==> src/rtl/step_freq_decoder.sv <==
// rtl/step_freq_decoder.sv - DDS step word to Hz and packed BCD converter for the frequency display
module step_freq_decoder #(
  parameter int unsigned CLK_HZ = 50_000_000
) (
  input  logic        clk,
  input  logic        reset,
  input  logic [31:0] step,
  output logic [25:0] hz,
  output logic [31:0] bcd,
  output logic        valid,
  output logic        busy
);

  typedef enum logic [2:0] {
    IDLE,
    MUL,
    ROUND,
    BCD,
    DONE
  } state_t;

  localparam logic [57:0] CLK_W = 58'(CLK_HZ);
  localparam logic [57:0] HALF  = 58'd1 << 31;

  state_t      state;
  state_t      state_nx;

  logic [31:0] s1;
  logic [31:0] s2;
  logic [31:0] last;
  logic [31:0] op;
  logic [57:0] acc;
  logic [4:0]  cnt;
  logic [25:0] hz_r;
  logic [25:0] hz_sh;
  logic [31:0] bcd_r;

  logic        accept;
  logic [57:0] addend;
  logic [25:0] rnd;
  logic [31:0] bcd_adj;

  // A word is taken only when idle, stable across s1/s2 and different from the last one converted
  assign accept = (state == IDLE) && (s1 == s2) && (s2 != last);
  assign busy   = (state != IDLE);

  // Partial product for the current multiplier bit and the rounded integer Hz value
  always_comb begin
    addend = CLK_W << cnt;
    rnd    = 26'((acc + HALF) >> 32);
  end

  // Double-dabble correction: every BCD digit of 5 or more gets 3 added before the shift
  always_comb begin
    bcd_adj = bcd_r;
    for (int d = 0; d < 8; d++) begin
      if (bcd_r[4*d +: 4] >= 4'd5) begin
        bcd_adj[4*d +: 4] = bcd_r[4*d +: 4] + 4'd3;
      end
    end
  end

  // State register
  always_ff @(posedge clk or negedge reset) begin
    if (!reset) begin
      state <= IDLE;
    end else begin
      state <= state_nx;
    end
  end

  // Next-state logic; cnt counts 0..31 in MUL and 0..25 in BCD
  always_comb begin
    state_nx = state;
    case (state)
      IDLE:    if (accept) state_nx = MUL;
      MUL:     if (cnt == 5'd31) state_nx = ROUND;
      ROUND:   state_nx = BCD;
      BCD:     if (cnt == 5'd25) state_nx = DONE;
      DONE:    state_nx = IDLE;
      default: state_nx = IDLE;
    endcase
  end

  // Input synchroniser, shift-add multiply, rounding, double-dabble and result registers
  always_ff @(posedge clk or negedge reset) begin
    if (!reset) begin
      s1    <= '0;
      s2    <= '0;
      last  <= '0;
      op    <= '0;
      acc   <= '0;
      cnt   <= '0;
      hz_r  <= '0;
      hz_sh <= '0;
      bcd_r <= '0;
      hz    <= '0;
      bcd   <= '0;
      valid <= 1'b0;
    end else begin
      s1    <= step;
      s2    <= s1;
      valid <= 1'b0;
      case (state)
        IDLE: begin
          if (accept) begin
            op   <= s2;
            last <= s2;
            acc  <= '0;
            cnt  <= '0;
          end
        end
        MUL: begin
          if (op[cnt]) begin
            acc <= acc + addend;
          end
          // wraps from 31 back to 0, ready for the BCD pass
          cnt <= cnt + 5'd1;
        end
        ROUND: begin
          hz_r  <= rnd;
          hz_sh <= rnd;
          bcd_r <= '0;
          cnt   <= '0;
        end
        BCD: begin
          {bcd_r, hz_sh} <= {bcd_adj, hz_sh} << 1;
          cnt            <= cnt + 5'd1;
        end
        DONE: begin
          hz    <= hz_r;
          bcd   <= bcd_r;
          valid <= 1'b1;
        end
        default: begin
        end
      endcase
    end
  end

endmodule

==> config.mk <==
export PLATFORM = sky130hd
export DESIGN_NAME = step_freq_decoder
export DESIGN_NICKNAME = d
export VERILOG_FILES = /design/src/rtl/step_freq_decoder.sv
export SDC_FILE = /design/constraint.sdc
export NUM_CORES = 1
export LEC_CHECK = 0
export ABC_AREA = 1
export CAP_MARGIN = 5
export CORE_ASPECT_RATIO = 0.8
export CORE_UTILIZATION = 35
export CTS_CLUSTER_SIZE = 20
export DETAILED_ROUTE_END_ITERATION = 16
export SYNTH_ARGS = -nofsm -noshare
export SYNTH_HDL_FRONTEND = slang
export SYNTH_SLANG_ARGS = --single-unit
==> constraint.sdc <==
create_clock -name clk -period 3.99 [get_ports clk]
set_input_delay 0.399 -clock clk [delete_from_list [all_inputs] [get_ports clk]]
set_output_delay 0.399 -clock clk [all_outputs]
set_load 0.03 [all_outputs]
==> summary.txt, run 1 <==
Outcome
  • Status: completed

Die
  • Rows: 74
  • Chip Height: slightly above 200 um
  • Starting Density: a little over a third
  • Die area: 0.0528 mm^2
  • Core ar.: 0.0512 mm^2
  • Die Wd: 257 um
  • Ports: 94

Power and ir drop
  • Static Leak: approximately 11 nW
  • Switching Fraction: 23.7%
  • Switching pwr: around 0.0015 W
  • Comb pwr share: roughly 2.6%
  • Pwr dens: approximately 300 mW/mm^2
  • Clk network pwr share: slightly below 50%
  • Sequential fraction of design power: about half
  • VDD IR-drop max: 340 uV
  • Internal: between 0.004 and 0.005 W

STA
  • Hold violation count in the final report: 0
  • Tcrit/Tclk final: between 90% and 100%
  • Fin Clk Skew: about 0.026 ns
  • Max Slew Vio Count: 0
  • Slew headroom: between 30% and 40%
  • Unrepaired setup endpoints after global routing: no
  • Max Clock Freq: between 200 and 300 MHz
  • Total negative slack: 0 ns
  • Finish-stage setup viols: 0
  • Min Tclk post-route: between 3 and 4 ns
  • Worst-Margin Slew: between 0.9 and 1 ns

Detailed routing
  • DRT Wirelength: approximately 55000 um
  • Antenna-violating nets left: 0
  • Vias: approximately 17000
  • Drt via density: a little under 5
  • DRC viols: 0
  • Iter 0 DRT Violations: about 1700
  • DRT Pass-1 Iters: 5
  • WL/cell: 16.1 um

Critical path
  • CP most frequent cell: nand2_1
  • Crit path launch type: flip-flop
  • Worst setup EP type: flip-flop
  • Worst Path Required: 4.44 ns
  • Critical path, cell by cell: inv_2, ha_1, nand2_1, o21ai_0, nand2_1, nor2_1, ha_1, nand2_1, inv_1, a21oi_1, nand2_1, nand2_1, nand2_1, nand2_1, nand4_1, nand3_1, nand2_1
  • Crit path max-delay cell type: dfrtp_2
  • CP Class: flip-flop to flip-flop
  • Largest fanout on the critical path: 9
  • Max stage delay on crit path: ~0.49 ns
  • Worst Path Arrival: 4.08 ns

Clock network
  • TritonCTS buffer count: 35
  • Htree depth: 2
  • Post CTS Setup Buffer Count: 0
  • Clk Latency, worst-skew pair: approximately 0.57 ns
  • CTS tree: yes
  • Bufs on Longest Clock Path: 3
  • Sinks on Clock Net: about 300
  • Clk slew on worst S/H paths: roughly 0.07 ns
  • Clock root buffer: clkbuf_16

Yosys
  • Post-Synthesis Cells: about 2600
  • Post-synth EDFFs: 0
  • Syn avg cell area: just under 7 um^2
  • Synth top cells by count: 1011 x nand2_1, 386 x inv_1, 298 x dfrtp_1, 224 x nor2_1, 194 x o21ai_0
  • Post-synth top area share: between 40% and 50%
  • Mapped Area: around 0.018 mm^2
  • Number of warnings issued by yosys: 0
  • Yosys cell types: 40
  • Post-synthesis sequential area ratio: about two fifths
  • Most numerous cell in the Yosys netlist: nand2_1
  • Fraction of registers with async set/reset: 100%
  • FF+latch count, synth: about 300
  • Syn Nets: between 2000 and 3000
  • Largest cells by area after synthesis: dfrtp_1 41%, nand2_1 21%, inv_1 8.0%
  • Ys flop type: dfrtp_1
  • Area leader, netlist: dfrtp_1

Placement
  • Dpl hpwl: approximately 42000 um
  • Gp weighted congestion: about 1.0
  • Port buffer count: between 90 and 100

Global route
  • First-pass GRT wire length: about 88000 um
  • Largest net degree at the start of global routing: approximately 120
  • Total grt overflow: 0
  • Vias in the first global route: around 16000
  • Aggregate global-route resource usage: about a fifth
  • Antenna violations before repair: 0

Final layout
  • Total Nets Final: ~2900
  • P&R area growth vs syn: 15.6%
  • Final Util: between 40% and 50%
  • Layout cells sized above 1: roughly 4%
  • Antenna diode count: 0

Min path
  • HP Class: input pin to flip-flop

Run
  • Number of max-cap violations: 0
[metal layers]
layer / track usage [%] / wire [um]
met1: 33.0 / 28200
met2: 30.3 / 22200
met3: 3.68 / 3750
met4: 5.23 / 1140
met5: 0 / 0
[what timing repair did]
item,CTS,global route
endpoints found under the setup margin,0,15
hold buffers,1,0
hold endpoints to repair,74,0
gates resized for setup,0,3
[cell families after synthesis]
kind of cell | count (synthesis) | share of synthesized area [%]
mux | 1 | 0.0551
compound gates | 305 | 8.98
simple gates | 1441 | 31.5
flops | 298 | 41.0
buf+inv | 461 | 9.93
xor+xnor | 59 | 2.84
fa+ha+maj | 81 | 5.62
[final cells by class]
class                      count  area (um^2)
timing repair buffer         120         1170
fill                        5283        30200
inverter                     395         1480
clock buffer                  45          965
tap                          684          856
multi-input combinational   1887         8940
sequential                   298         7460
clock inverter                16          131
[state kept, by name (all words and copies together), names as in the netlist]
register / flops
acc: 51
bcd: 32
bcd_r: 32
op: 32
s1: 32
s2: 32
hz: 26
hz_r: 26
hz_sh: 26
cnt: 5
state: 3
valid: 1
[final timing paths]
path	startpoint	to	slack (ns)	cells after the start
min in group asynchronous	reset	acc[34]$_DFFE_PN0P_	0.46	2
hold / removal	step[3]	s1[3]$_DFF_PN0_	0.27	1
setup reg to reg	cnt[0]$_DFFE_PN0P_	acc[51]$_DFFE_PN0P_	0.36	17
hold reg to reg	s1[8]$_DFF_PN0_	s2[8]$_DFF_PN0_	0.39	0
max in group asynchronous	reset	hz_sh[24]$_DFFE_PN0P_	2.49	3
setup / recovery	cnt[0]$_DFFE_PN0P_	acc[51]$_DFFE_PN0P_	0.36	17
[placed cells by master (no fill, tap or decap), types with 14 or more instances in the layout]
master	synthesis	final
nand2_1	1011	1010
inv_1	386	386
dfrtp_1	298	297
nor2_1	224	223
o21ai_0	194	194
nand3_1	144	143
clkdlybuf4s50_1	0	92
ha_1	80	80
a21oi_1	61	61
clkbuf_16	0	36
xnor2_1	33	33
xor2_1	26	26
buf_4	4	24
nor3_1	24	22
nand4_1	16	16
o22ai_1	14	14
[critical path: cells and delay by family, from the launching register on]
kind / cells / cell delay (ns)
and+or+nand+nor: 11 / 1.63
adders and majority gates: 2 / 0.62
AOI/OAI and AO/OA: 2 / 0.57
DFF: 1 / 0.49
buffers and inverters: 2 / 0.21
[stage by stage]
stage	cells	setup WS [ns]	hold slack (ns)	total power, W	cell area [um^2]
2_1_floorplan	2646	1.15	0.103	0.00319	18200
3_3_place_gp	3383	0.135	0.380	0.00331	19900
3_5_place_dp	3383	0.187	0.381	0.00331	19900
4_1_cts	3445	0.140	0.245	0.00647	21000
5_1_grt	3445	0.00762	0.250	0.00662	21000
6_report	3445	0.356	0.272	0.00637	21000
[power by group through the flow]
stage / combinational, W / sequential [W] / clock (W)
after global placement: 0.000170 / 0.00314 / 0
after detailed placement: 0.000174 / 0.00314 / 0
after floorplan: 0.0000587 / 0.00313 / 0
final: 0.000167 / 0.00308 / 0.00311
after global routing: 0.000197 / 0.00309 / 0.00334
after CTS: 0.000175 / 0.00308 / 0.00321
Power figures use the tool's default switching activity.
==> inputs of run 2 (changes only) <==
--- a/config.mk
+++ b/config.mk
@@ -6,6 +6,7 @@
 export NUM_CORES = 1
 export LEC_CHECK = 0
 export ABC_AREA = 1
+export ABC_CLOCK_PERIOD_IN_PS = 3990
 export CAP_MARGIN = 5
 export CORE_ASPECT_RATIO = 0.8
 export CORE_UTILIZATION = 35
==> results of run 2 <==
The final DEF is identical to that of run 1; final timing and power are the same.
==> inputs of run 3 (changes only) <==
--- a/config.mk
+++ b/config.mk
@@ -9,7 +9,7 @@
 export ABC_CLOCK_PERIOD_IN_PS = 3990
 export CAP_MARGIN = 5
 export CORE_ASPECT_RATIO = 0.8
-export CORE_UTILIZATION = 35
+export CORE_UTILIZATION = 40
 export CTS_CLUSTER_SIZE = 20
 export DETAILED_ROUTE_END_ITERATION = 16
 export SYNTH_ARGS = -nofsm -noshare
==> run 3 against run 2 <==
  * Final area rose by 0.11%
  * Largest power group unchanged
  * Final cell count fell by 2.2%
  * Highest routed layer unchanged
  * Via count fell by 0.16%
  * Clock power rose by 8.0%
  * Sequential power barely moved
  * Core utilization rose by 6.1 points
  * Register-to-register slack got worse by 0.09 ns
  * Hold slack improved by 0.028 ns
  * Sequential share of layout area barely moved
==> summary.txt, run 3 (synthesized netlist as in run 1, its figures left out) <==
Power and ir drop
  • Sequential fraction of design power: 46.7% (-1.7 points)
  • Comb pwr share: 2.5% (about the same)
  • VDD IR-drop max: 279 uV (-18%)
  • Switching Fraction: 22.7% (-1.0 points)
  • Clk network pwr share: 50.8% (+1.9 points)
  • Switching pwr: 0.00150 W (-0.74%)
  • Internal: 0.00511 W (+5.2%)
  • Pwr dens: 314 mW/mm^2 (+3.7%)
  • Static Leak: 10.7 nW (+0.63%)

Die
  • Die Wd: 240 um (-6.4%)
  • Ports: 94 (unchanged)
  • Die area: 0.0463 mm^2 (-12%)
  • Chip Height: 193 um (-6.4%)
  • Rows: 69 (-6.8%)
  • Core ar.: 0.0446 mm^2 (-13%)
  • Starting Density: 40.7% (+5.2 points)

Placement
  • Port buffer count: 93 (unchanged)
  • Dpl hpwl: 41600 um (-0.57%)
  • Gp weighted congestion: 0.936 (-8.6%)

Final layout
  • Final Util: 47.1% (+6.1 points)
  • Layout cells sized above 1: 4.23% (+0.32 points)
  • Max reg flops: 51 (unchanged)
  • Total Nets Final: 2854 (+0.070%)
  • Largest Register: acc
  • P&R area growth vs syn: 15.7%
  • Fillers: 4526 (-14%)
  • Commonest non-fill, non-tap cells in the layout: 1010 x nand2_1, 386 x inv_1, 297 x dfrtp_1
  • Antenna diode count: 0 (unchanged)
  • Most common cell after layout, fill and taps aside: nand2_1

Clock network
  • TritonCTS buffer count: 35 (unchanged)
  • Htree depth: 2 (unchanged)
  • Clk Latency, worst-skew pair: 0.54 ns (-0.03 ns)
  • Post CTS Setup Buffer Count: 0 (unchanged)
  • Sinks on Clock Net: 298 (unchanged)
  • CTS tree: yes
  • Clock root buffer: clkbuf_16
  • Clk slew on worst S/H paths: 0.06 ns (about the same)
  • Bufs on Longest Clock Path: 3 (unchanged)

Detailed routing
  • Iter 0 DRT Violations: 1371 (-20%)
  • DRT Pass-1 Iters: 6 (+1)
  • WL/cell: 16.3 um (+1.4%)
  • DRT Wirelength: 54800 um (-0.86%)
  • Antenna-violating nets left: 0 (unchanged)
  • Vias: 16700 (-0.16%)
  • Drt via density: 4.95 (+2.1%)
  • DRC viols: 0 (unchanged)

Critical path
  • RR Endpoint: acc[54]$_DFFE_PN0P_
  • Largest fanout on the critical path: 11 (+2)
  • R2r worst-path depth: 18 (+1)
  • Crit path launch type: flip-flop
  • CP Class: flip-flop to flip-flop
  • Worst Path Arrival: 4.14 ns (+0.06 ns)
  • Worst Path Required: 4.40 ns (-0.04 ns)
  • Reg2reg start: cnt[3]$_DFFE_PN0P_
  • Worst setup EP type: flip-flop
  • Reg2reg setup slack: 0.26 ns (-0.09 ns)

STA
  • Unrepaired setup endpoints after global routing: no
  • Tcrit/Tclk final: 93.4% (+2.4 points)
  • Hold violation count in the final report: 0 (unchanged)
  • Max Clock Freq: 268 MHz (-2.5%)
  • Min Tclk post-route: 3.73 ns (+0.0942 ns)
  • Slew headroom: 12.9% (-21 points)
  • Total negative slack: 0 ns (unchanged)
  • Fin Hold WS: 0.300 ns (+0.0284 ns)
  • Fin Clk Skew: 0.0253 ns (-0.000213 ns)
  • Finish-stage setup viols: 0 (unchanged)
  • Worst-Margin Slew: 1.29 ns (+0.296 ns)
  • Max Slew Vio Count: 0 (unchanged)

Min path
  • Hold Path Sink: s1[7]$_DFF_PN0_
  • Hold depth: 1 (unchanged)
  • HP Class: input pin to flip-flop
  • Hold Crit Start: step[7]

Global route
  • Met3 GRT Util: 4.89% (+1.2 points)
  • Total grt overflow: 0 (unchanged)
  • Grt peak-use layer: met1
  • Met2 usage: 35.4% (+5.2 points)
  • Antenna violations before repair: 0 (unchanged)
  • Largest net degree at the start of global routing: 116 (unchanged)
  • Aggregate global-route resource usage: 24.4% (+3.0 points)
  • Vias in the first global route: 15700 (-1.1%)
  • First-pass GRT wire length: 87100 um (-1.2%)
  • GR Layer Usage met1: 37.0% (+4.1 points)

Outcome
  • Status: completed

Run
  • Number of max-cap violations: 0 (unchanged)
[run 3: worst max-delay path by stage]
stage,startpoint,slack [ns],end,cells past startpoint
2_1_floorplan,cnt[0]$_DFFE_PN0P_,1.15,acc[48]$_DFFE_PN0P_,21
3_5_place_dp,cnt[0]$_DFFE_PN0P_,0.06,acc[49]$_DFFE_PN0P_,18
3_3_place_gp,cnt[0]$_DFFE_PN0P_,-0.06,acc[49]$_DFFE_PN0P_,18
6_report,cnt[3]$_DFFE_PN0P_,0.26,acc[54]$_DFFE_PN0P_,18
5_1_grt,cnt[1]$_DFFE_PN0P_,0.004,acc[35]$_DFFE_PN0P_,20
4_1_cts,cnt[0]$_DFFE_PN0P_,0.008,acc[49]$_DFFE_PN0P_,18
[run 3: layout make-up]
class | count | area [um^2] | share of cell area, %
Clock buffer | 43 | 957 | 4.55
Clock inverter | 21 | 244 | 1.16
Inverter | 395 | 1480 | 7.05
Multi-Input combinational cell | 1887 | 8950 | 42.6
Sequential cell | 298 | 7460 | 35.5
Tap cell | 603 | 754 | 3.59
Timing Repair Buffer | 122 | 1180 | 5.62
[run 3: power groups by stage]
stage	Combinational [W]	Clock, W	Sequential, W
floorplan	0.0000587	0	0.00313
global placement	0.000171	0	0.00314
detailed placement	0.000174	0	0.00314
CTS	0.000176	0.00344	0.00308
global route	0.000197	0.00356	0.00309
finish	0.000168	0.00336	0.00308
[run 3: what timing repair did]
action	CTS	global route
resized for setup	0	7
endpoints found under the setup margin	0	15
hold endpoints to repair	43	0
hold buffers	1	0
[run 3: per-layer routing]
layer	share of wire, %	routed length (um)
met5	0	0
met4	1.6	903
met3	7.7	4210
met2	41	22500
met1	50	27300
[run 3: stage by stage]
stage | total power (W) | cell area [um^2] | std cells | setup slack (ns)
after floorplan | 0.00319 | 18200 | 2646 | 1.15
after global placement | 0.00331 | 19800 | 3304 | -0.0614
after detailed placement | 0.00331 | 19800 | 3304 | 0.0579
after CTS | 0.00670 | 21000 | 3369 | 0.00766
after global routing | 0.00684 | 21000 | 3369 | 0.00430
final | 0.00661 | 21000 | 3369 | 0.262
[run 3: worst max-delay path: stages, from the launching register on]
cell,delay (ns)
dfrtp_1,0.65
buf_4,0.25
nand2_1,0.17
nor2_1,0.25
inv_1,0.11
a21oi_1,0.19
a31oi_1,0.15
ha_1,0.48
nand2_1,0.13
nor2_1,0.20
inv_1,0.09
nor2_1,0.13
inv_1,0.10
nor2_1,0.20
nand3_1,0.20
nand3_1,0.11
nand2_1,0.05
nand3_1,0.09
nand2_1,0.06
